$ cat src/rtl/bus_pkg.sv
// Shared definitions for the two-master bus arbiter: state encoding,
// master count and the master index type.
package bus_pkg;

  localparam int N_MASTERS = 2;

  typedef logic [0:0] mst_idx_t;

  typedef enum logic [2:0] {
    ST_IDLE  = 3'd0,
    ST_GRANT = 3'd1,
    ST_ADDR  = 3'd2,
    ST_DATA  = 3'd3,
    ST_RESP  = 3'd4,
    ST_DONE  = 3'd5,
    ST_ERR   = 3'd6
  } bus_state_t;

  function automatic logic [N_MASTERS-1:0] mst_onehot(input mst_idx_t idx);
    return idx[0] ? 2'b10 : 2'b01;
  endfunction

endpackage

$ cat src/rtl/bus_wait_timer.sv
// Wait counter for the slave ready / response phases; expired is asserted
// while the count equals TIMEOUT-1.
module bus_wait_timer #(
  parameter int TIMEOUT = 8,
  parameter int CW      = $clog2(TIMEOUT+1)
) (
  input  logic clk,
  input  logic rst,
  input  logic clr,
  input  logic en,
  output logic expired
);

  logic [CW-1:0] cnt_q;

  always_ff @(posedge clk) begin
    if (rst || clr) begin
      cnt_q <= '0;
    end else if (en) begin
      cnt_q <= cnt_q + 1'b1;
    end
  end

  assign expired = (cnt_q == CW'(TIMEOUT-1));

endmodule

$ cat src/rtl/bus_arbiter.sv
// Round-robin two-master arbiter that sequences the shared slave through
// ready-wait, address, data and response-wait, with timeout abort.
module bus_arbiter
  import bus_pkg::*;
#(
  parameter int TIMEOUT = 8,
  parameter int CW      = $clog2(TIMEOUT+1)
) (
  input  logic       clk,
  input  logic       rst,
  input  logic [1:0] m_req,
  input  logic [1:0] m_wr,
  input  logic       sl_rdy,
  input  logic       slrsp,
  output logic [1:0] m_gnt,
  output logic       sa,
  output logic       sw,
  output logic       sr,
  output logic [1:0] m_rsp,
  output logic [1:0] m_err
);

  // Handshake: a master holds m_req until it sees its m_gnt bit; from then on
  // m_req/m_wr are ignored and the transaction ends with exactly one m_rsp or
  // m_err pulse on that master's bit. sl_rdy and slrsp are level inputs
  // sampled only in GRANT and RESP respectively.

  bus_state_t state_q, state_d;
  mst_idx_t   g_q, g_d;
  mst_idx_t   last_q, last_d;
  mst_idx_t   sel;
  logic       wr_q, wr_d;
  logic       tmr_clr, tmr_en, tmr_expired;

  // Contention goes to the master that did not win last time.
  assign sel = (m_req == 2'b11) ? ~last_q : mst_idx_t'(m_req[1]);

  bus_wait_timer #(
    .TIMEOUT(TIMEOUT),
    .CW     (CW)
  ) u_wait_timer (
    .clk    (clk),
    .rst    (rst),
    .clr    (tmr_clr),
    .en     (tmr_en),
    .expired(tmr_expired)
  );

  always_ff @(posedge clk) begin
    if (rst) begin
      state_q <= ST_IDLE;
      g_q     <= '0;
      last_q  <= 1'b1;
      wr_q    <= 1'b0;
    end else begin
      state_q <= state_d;
      g_q     <= g_d;
      last_q  <= last_d;
      wr_q    <= wr_d;
    end
  end

  always_comb begin
    state_d = state_q;
    g_d     = g_q;
    last_d  = last_q;
    wr_d    = wr_q;
    tmr_clr = 1'b0;
    tmr_en  = 1'b0;
    case (state_q)
      ST_IDLE: begin
        if (|m_req) begin
          g_d     = sel;
          last_d  = sel;
          wr_d    = m_wr[sel];
          tmr_clr = 1'b1;
          state_d = ST_GRANT;
        end
      end
      ST_GRANT: begin
        // Ready takes priority over an expiring counter.
        if (sl_rdy)           state_d = ST_ADDR;
        else if (tmr_expired) state_d = ST_ERR;
        else                  tmr_en  = 1'b1;
      end
      ST_ADDR: state_d = ST_DATA;
      ST_DATA: begin
        tmr_clr = 1'b1;
        state_d = ST_RESP;
      end
      ST_RESP: begin
        if (slrsp)            state_d = ST_DONE;
        else if (tmr_expired) state_d = ST_ERR;
        else                  tmr_en  = 1'b1;
      end
      ST_DONE: state_d = ST_IDLE;
      ST_ERR:  state_d = ST_IDLE;
      default: state_d = ST_IDLE;
    endcase
  end

  // Outputs are pure decodes of the registered state and grant index.
  always_comb begin
    m_gnt = (state_q != ST_IDLE) ? mst_onehot(g_q) : 2'b00;
    sa    = (state_q == ST_ADDR);
    sw    = (state_q == ST_DATA) &&  wr_q;
    sr    = (state_q == ST_DATA) && !wr_q;
    m_rsp = (state_q == ST_DONE) ? mst_onehot(g_q) : 2'b00;
    m_err = (state_q == ST_ERR)  ? mst_onehot(g_q) : 2'b00;
  end

endmodule

$ cat config.mk
export PLATFORM = sky130hd
export DESIGN_NAME = bus_arbiter
export DESIGN_NICKNAME = d
export VERILOG_FILES = /design/src/rtl/bus_pkg.sv /design/src/rtl/bus_wait_timer.sv /design/src/rtl/bus_arbiter.sv
export SDC_FILE = /design/constraint.sdc
export NUM_CORES = 1
export LEC_CHECK = 0
export ABC_AREA = 1
export CAP_MARGIN = 20
export CELL_PAD_IN_SITES_DETAIL_PLACEMENT = 1
export CELL_PAD_IN_SITES_GLOBAL_PLACEMENT = 1
export CORE_MARGIN = 4
export CORE_UTILIZATION = 32
export DETAILED_ROUTE_END_ITERATION = 16
export HOLD_SLACK_MARGIN = 0.1
export PLACE_DENSITY_LB_ADDON = 0.2
export SLEW_MARGIN = 10
export SYNTH_ARGS = -nofsm -noshare
export SYNTH_HDL_FRONTEND = slang
export SYNTH_HIERARCHICAL = 1
export SYNTH_SLANG_ARGS = --single-unit
$ cat constraint.sdc
create_clock -name clk -period 3.6 [get_ports clk]
set_input_delay 0.36 -clock clk [delete_from_list [all_inputs] [get_ports clk]]
set_output_delay 0.36 -clock clk [all_outputs]
set_load 0.01 [all_outputs]
After elaboration in Yosys (flattened, before gate mapping)
Index checks and enable logic that the tools add are counted.
- $add $sub $neg: 1
- multiply operators: 0
- div/mod/pow operators: 0
- order comparisons: 1
- equality and inequality tests: 9
- shifts and indexed selects: 0
- multiplexer cells: 18
- bitwise gates (word level): 1
- reductions and logical operators: 8
- operators with widths (kind ; count):
    3-bit one-hot mux with 5 select lines ; 1
    3-bit two-way mux ; 4
    3-bit equality test (second input constant) ; 3
    2-bit two-way mux ; 4
    1-bit two-way mux ; 7
    3-bit by 2-bit equality test with 1-bit output (second input constant) ; 2
    4-bit by 1-bit adder with 4-bit output (second input constant) ; 1
    4-bit by 3-bit equality test with 1-bit output (second input constant) ; 1
    1-bit one-hot mux with 2 select lines ; 2
    3-bit by 1-bit equality test with 1-bit output (second input constant) ; 1
    3-bit logical NOT ; 1
    3-bit nonzero test ; 1
    2-bit equality test (second input constant) ; 1
    1-bit logical AND ; 2
    1-bit by 2-bit less-than comparator with 1-bit output (second input constant) ; 1
    2-bit != test (second input constant) ; 1
    2-bit AND reduction ; 1
    2-bit OR reduction ; 1
    1-bit logical NOT ; 1
    1-bit logical OR ; 1
    1-bit inverter ; 1
- bits in registers: 10
- bits in latches: 0
- bits in writable memories: 0
- ROM bits: 0
- input port bits: 8
- output and inout port bits: 9
- word-level logic and storage cells: 43
- memories kept: 0

Depth between registers and ports, before layout
Gate-level depths: netlist of run 1.
- depth in word-level cells: 4
- mapped depth: 11

Hierarchy
The synthesis of run 1 kept the hierarchy.
- modules (own cells, without submodules) (module ; instances ; cells an instance ; area each (µm²)):
    bus_arbiter ; 1 ; 77 ; 431.7
    bus_wait_timer ; 1 ; 25 ; 177.7

Worst setup path before layout of run 1
OpenSTA, ideal clock, no wires.
- path kind: reg-to-reg
- start: register u_wait_timer.cnt_q[0]
- end: register u_wait_timer.cnt_q[3]
- library setup time: 0.113 ns
- arrival time: 1.453 ns
- data required time: 3.487 ns
- slack: 2.034 ns
- cell stages (with the launch flop): 12
- period minus slack after synthesis: 1.566 ns
- cell sequence: dfxtp_1 > ha_1 > nand2_1 > nor2_1 > inv_1 > nand2_1 > o22ai_1 > nand2_2 > nor2_2 > nand2_1 > nand2_1 > nor2_1
- cells in the longest elaborated chain, start to end: 4
- elaborated cells on any way between the ends: 6
- classes of those cells: add/sub (1); eq/ne (1); mux (4)
- RTL lines (what ; RTL line ; source):
    start: declaration ; bus_wait_timer.sv:14 ; logic [CW-1:0] cnt_q;
    start signal: assignment ; bus_wait_timer.sv:20 ; cnt_q <= cnt_q + 1'b1;
    4-bit by 3-bit equality test with 1-bit output (*) ; bus_wait_timer.sv:24 ; assign expired = (cnt_q == CW'(TIMEOUT-1));
    net tmr_expired ; bus_arbiter.sv:33 ; logic tmr_clr, tmr_en, tmr_expired;
    1-bit two-way mux (*) ; bus_arbiter.sv:83, bus_arbiter.sv:93 ;
    1-bit two-way mux, on equally long branches ; bus_arbiter.sv:92, bus_arbiter.sv:82 ;
    1-bit one-hot mux with 2 select lines (*) ; bus_arbiter.sv:70 ; case (state_q)
    net tmr_en ; bus_arbiter.sv:33 ;
The timed path passes the listed nets; every way through them passes the cells marked *.
A chain may end at the register's enable or synchronous reset.

Worst setup path in the final report of run 1
- start: register state_q[2]
- end: output port sr
- cells in the longest elaborated chain, start to end: 2
- RTL lines (what ; RTL line ; source):
    start: declaration ; bus_arbiter.sv:28 ; bus_state_t state_q, state_d;
    start signal: assignment ; bus_arbiter.sv:56 ; state_q <= state_d;
    3-bit by 2-bit equality test with 1-bit output ; bus_arbiter.sv:107 ; sr = (state_q == ST_DATA) && !wr_q;
    1-bit logical AND ; bus_arbiter.sv:107 ;
    end: declaration ; bus_arbiter.sv:18 ; output logic sr,
No other way between the ends.

==> results of run 1 <==
## registers in the layout (all words and copies together), names as in the netlist
register            flops
u_wait_timer/cnt_q      4
state_q                 3
g_q                     1
last_q                  1
wr_q                    1
## layout make-up
type	instances	area [sq um]
fill	257	948
multi-input combinational	76	345
sequential	10	200
timing repair buffer	16	160
inverter	15	56.3
tap	25	31.3
clock buffer	3	22.5
## logic make-up (layout without fill, tap and decap cells)
group           after synthesis  after routing  share of synthesized area
fa+ha+maj                     1              1                     0.0205
flops                        10             10                      0.329
buf+inv                      16             34                      0.105
compound gates                9              9                     0.0780
simple gates                 66             66                      0.468
## placed cells by master (no fill, tap or decap)
cell type | Yosys | layout
a21oi_1 | 6 | 6
dfxtp_1 | 10 | 10
nand3_2 | 1 | 1
clkdlybuf4s50_1 | 0 | 16
o21ai_0 | 1 | 1
nor2_2 | 1 | 1
nor2_1 | 26 | 26
clkbuf_4 | 0 | 3
nand2_1 | 22 | 22
nor2_4 | 1 | 1
ha_1 | 1 | 1
inv_1 | 12 | 12
nand2_2 | 2 | 2
inv_2 | 3 | 3
nand3_1 | 13 | 13
o22ai_1 | 2 | 2
## per-layer routing
layer  vias up  GRT usage
li1        358          -
met5         -          0
met2         7      0.218
met1       295      0.188
met3         2     0.0258
met4         0     0.0524
## per-stage QoR
step,hold WS [ns],cells,util
after global placement,0.475,142,0.450
final,0.488,145,0.462
after detailed placement,0.479,142,0.450
after CTS,0.492,145,0.462
after floorplan,0.429,102,-
after global routing,0.546,145,0.462
## where the power goes
group	total, mW	switching (mW)	internal, mW
combinational	0.0831	0.0471	0.0360
clock	0.0729	0.0345	0.0384
sequential	0.131	0.0107	0.120
## critical path, cell delays in order, from the launching register on
cell and delay, ns:
dfxtp_1 0.42, inv_2 0.13, nand3_1 0.15, nor2_1 0.13
clkdlybuf4s50_1 0.55
## worst paths after layout
kind                         startpoint               endpoint  slack, ns  depth (start not counted)
setup / recovery             state_q[2]                     sr       1.61                          4
hold / removal                   last_q                 last_q       0.49                          2
setup reg to reg  u_wait_timer/cnt_q[0]  u_wait_timer/cnt_q[3]       1.81                         11
hold reg to reg                  last_q                 last_q       0.49                          2
==> impl_metrics.py, run 1 <==
metrics = {
    "detailed_routing": {
        "route.detailed.vias_per_inst": 4.57,
        "met1Wirelength_um": 766,
        "post-route-drc-count": 0,
        "detailedRoute.firstIterationViolations": 8,
        "route.vias.total": 662,
        "routed_wire_length_per_instance_um": 10.8,
        "antenna_left": 0,
        "wl_met2_um": 728,
        "routed.top_layer": "met4",
        "wl_um": 1560,
        "drt_first_pass_iters": 4,
        "dr_wl_met3_um": 55,
    },
    "synthesis": {
        "mappedNetlistArea_sq_um": 609,
        "synth.net_count": 111,
        "synth.largest_area_cell": "dfxtp_1",
        "synth_top_flop_cell": "dfxtp_1",
        "synth_common_cells": "nor2_1 (26), nand2_1 (22), nand3_1 (13), inv_1 (12), dfxtp_1 (10)",
        "yosysTopAreaCellShare": 0.329,
        "synth.most_common_cell": "nor2_1",
        "synth_edf_count": 0,
        "seq_area_frac_synth": 0.329,
        "synth_top_cells_by_area": "dfxtp_1 (33%), nor2_1 (16%), nand2_1 (14%)",
        "syn_area_per_cell_sq_um": 5.97,
        "ys_ff_latch": 10,
        "synth_cell_type_count": 15,
        "synth_async_sr_flop_share": 0,
        "netlist_instances": 102,
        "yosysWarnings": 6,
    },
    "sta": {
        "period_needed_ns": 1.99,
        "final.setup.worst_slack_ns": 1.61,
        "fmax_ghz": 0.504,
        "setup_viol_count_final": 0,
        "tightestPinTransition_ns": 0.491,
        "rsz_0062_raised_after_global_routing": "false",
        "period_share": 0.552,
        "drv_slew": 0,
        "final_hold_viol_count": 0,
        "final.setup_skew_ns": 0.000327,
        "fin_setup_tns_ns": 0,
        "max-slew-margin-rel": 0.673,
    },
    "clock_tree": {
        "source_to_sink_clock_delay_at_the_later_pin_of_the_worst_skew_pair_ns": 0.25,
        "clk_transition_reported_paths_ns": 0.06,
        "tritoncts": "done",
        "cts_htree_levels": 1,
        "post_cts_hold_buffer_count": 0,
        "cts-root-to-sink-buffers": 2,
        "post_cts_resized": 0,
        "post_cts_buffers": 0,
        "clock_tree.root_cell": "clkbuf_4",
        "cts_buffers": 3,
        "sink_count": 10,
    },
    "power_and_ir_drop": {
        "power.density_cell_area_nw_per_um2": 352,
        "peakVddDrop_mv": 0.171,
        "design_power_total_mw": 0.287,
        "power.static_leakage_nw": 0.380,
    },
    "global_routing": {
        "antenna_found_initial": 0,
        "grt_remaining_overflow": 0,
        "gr_usage_total": 0.139,
        "grt_start_max_net_pins": 10,
        "grt_first_pass_wirelength_um": 2860,
        "grt_pass1_vias": 684,
    },
    "die": {
        "floorplan.die_area_sq_um": 2670,
        "die_width_um": 51.6,
        "effective_utilization_at_floorplan": 0.345,
        "dieHeight_um": 51.6,
        "core_region_area_sq_um": 1760,
        "boundary_pins": 17,
        "rows": 15,
    },
    "setup_path": {
        "worst-setup-path-type": "reg -> out",
        "category_of_the_worst_setup_path_capture_point": "output pin",
        "worstPathRequired_ns": 3.24,
        "cp_max_fo": 9,
        "cp.arrival_ns": 1.63,
        "kind_of_launch_point_of_the_worst_setup_path": "register",
    },
    "placement": {
        "placed_wire_length_estimate_after_detailed_placement_um": 1290,
        "port_buffers": 16,
        "postPlaceCellArea_sq_um": 793,
        "place_worst_setup_slack_ns": 1.78,
        "gp_routability_congestion": 0.843,
    },
    "run_status": {
        "result_of_the_run": "finished clean",
    },
    "final_layout": {
        "area_growth_pct": 33.9,
        "design_area_sq_um": 816,
        "nNetsFinal": 131,
        "drive_above_1_share": 0.0917,
        "insertedDiodeCount": 0,
    },
    "min_path": {
        "hold_path_class": "reg -> reg",
    },
    "job": {
        "maxCapViolations": 0,
    },
}
Power figures use the tool's default switching activity.
==> run 2, diff against run 1 <==
- CORE_UTILIZATION: 32 -> 30
- clock period: 3.6 -> 2 ns (I/O delays scaled with it)
==> impl_metrics.py, run 2 (synthesis gave the netlist of run 1 again) <==
metrics = {
    "final_layout": {
        "fillerInstances": 275,
        "seq_area_sq_um": 200,
        "reg_top3": "u_wait_timer/cnt_q: 4 flops, state_q: 3 flops",
        "final_cell_mix": "nor2_1 (26), nand2_1 (22), clkdlybuf4s50_1 (16)",
        "area_of_combinational_cells_with_multiple_inputs_sq_um": 345,
        "layout.cells.most_common": "nor2_1",
        "drive_above_1_share": 0.0917,
        "final_util": 0.421,
        "design_area_sq_um": 818,
        "top_register": "u_wait_timer/cnt_q",
        "insertedDiodeCount": 0,
        "nNetsFinal": 131,
        "instances_no_fill": 147,
        "area_growth_pct": 34.3,
        "largest_reg_flops": 4,
    },
    "die": {
        "floorplan.die_area_sq_um": 2820,
        "boundary_pins": 17,
        "core_region_area_sq_um": 1940,
        "effective_utilization_at_floorplan": 0.314,
        "dieHeight_um": 53.1,
        "die_width_um": 53.1,
        "rows": 16,
    },
    "clock_tree": {
        "post_cts_buffers": 0,
        "source_to_sink_clock_delay_at_the_later_pin_of_the_worst_skew_pair_ns": 0.26,
        "clock_tree.root_cell": "clkbuf_4",
        "cts-root-to-sink-buffers": 2,
        "post_cts_hold_buffer_count": 0,
        "post_cts_resized": 0,
        "sink_count": 10,
        "cts_htree_levels": 1,
        "tritoncts": "done",
        "cts_buffers": 3,
        "clk_transition_reported_paths_ns": 0.06,
    },
    "global_routing": {
        "grt_pass1_vias": 644,
        "grt_start_max_net_pins": 10,
        "grt_remaining_overflow": 0,
        "gr_usage_total": 0.135,
        "antenna_found_initial": 0,
        "grt_first_pass_wirelength_um": 2770,
    },
    "job": {
        "maxCapViolations": 0,
    },
    "setup_path": {
        "category_of_the_worst_setup_path_capture_point": "output pin",
        "cp.arrival_ns": 1.66,
        "kind_of_launch_point_of_the_worst_setup_path": "register",
        "cp_max_fo": 9,
        "crit_buf_inv": 2,
        "worst_path_dominant_cell_family": "buffers and inverters",
        "worst_path_max_delay_cell": "clkdlybuf4s50_1",
        "slowest_delay_ns": 0.55,
        "critical_path.cell_chain": "inv_2 -> nand3_1 -> nor2_1 -> clkdlybuf4s50_1",
        "worst-setup-path-type": "reg -> out",
        "reg2reg_depth": 11,
        "cp_num_cells": 4,
        "worstPathRequired_ns": 1.80,
    },
    "detailed_routing": {
        "drt_first_pass_iters": 2,
        "route.detailed.vias_per_inst": 4.50,
        "detailedRoute.firstIterationViolations": 7,
        "routed_wire_length_per_instance_um": 10.6,
        "antenna_left": 0,
        "post-route-drc-count": 0,
        "route.vias.total": 662,
        "wl_um": 1560,
    },
    "sta": {
        "setup_viol_count_final": 0,
        "period_share": 0.928,
        "fin_setup_tns_ns": 0,
        "drv_slew": 0,
        "final.setup.worst_slack_ns": 0.143,
        "fmax_ghz": 0.539,
        "tightestPinTransition_ns": 0.476,
        "max-slew-margin-rel": 0.683,
        "rsz_0062_raised_after_global_routing": "false",
        "final_hold_viol_count": 0,
        "period_needed_ns": 1.86,
        "timing.hold.ws_ns": 0.492,
        "final.setup_skew_ns": 0.00124,
    },
    "placement": {
        "placed_wire_length_estimate_after_detailed_placement_um": 1300,
        "gp_routability_congestion": 0.771,
        "port_buffers": 16,
        "postPlaceCellArea_sq_um": 796,
        "place_worst_setup_slack_ns": 0.258,
        "dp_cells": 144,
    },
    "power_and_ir_drop": {
        "peakVddDrop_mv": 0.311,
        "power.density_cell_area_nw_per_um2": 634,
        "power.static_leakage_nw": 0.380,
        "design_power_total_mw": 0.519,
    },
    "run_status": {
        "result_of_the_run": "finished clean",
    },
    "min_path": {
        "hold_depth": 2,
        "hold_path_class": "reg -> reg",
    },
}
-- run 2: worst min-delay path: stages (launching register included) --
cell     delay [ns]
dfxtp_1        0.35
nand2_1        0.06
nand3_1        0.06
-- run 2: final cells by class --
type / count / area share
multi-input combinational: 76 / 0.422
tap: 27 / 0.0413
sequential: 10 / 0.245
inverter: 15 / 0.0688
timing repair buffer: 16 / 0.196
clock buffer: 3 / 0.0275
-- run 2: worst paths after layout --
check                   startpoint               endpoint  slack (ns)
max                     state_q[2]                     sr        0.14
min                         last_q                 last_q        0.49
max reg2reg  u_wait_timer/cnt_q[0]  u_wait_timer/cnt_q[3]        0.25
min reg2reg                 last_q                 last_q        0.49
-- run 2: power breakdown --
group	internal (mW)	leakage (nW)	total (mW)	switching [mW]
registers	0.216	0.0819	0.235	0.0194
logic	0.0646	0.284	0.148	0.0838
clock network	0.0694	0.0138	0.135	0.0655
-- run 2: layer usage --
layer | up-vias | share of wire | routed length, um | global-route usage
met5 | - | 0 | 0 | 0
met4 | 0 | 0.011 | 17 | 0.0766
met3 | 2 | 0.026 | 41 | 0.0282
met2 | 7 | 0.46 | 715 | 0.198
met1 | 293 | 0.50 | 789 | 0.179
li1 | 360 | - | - | -
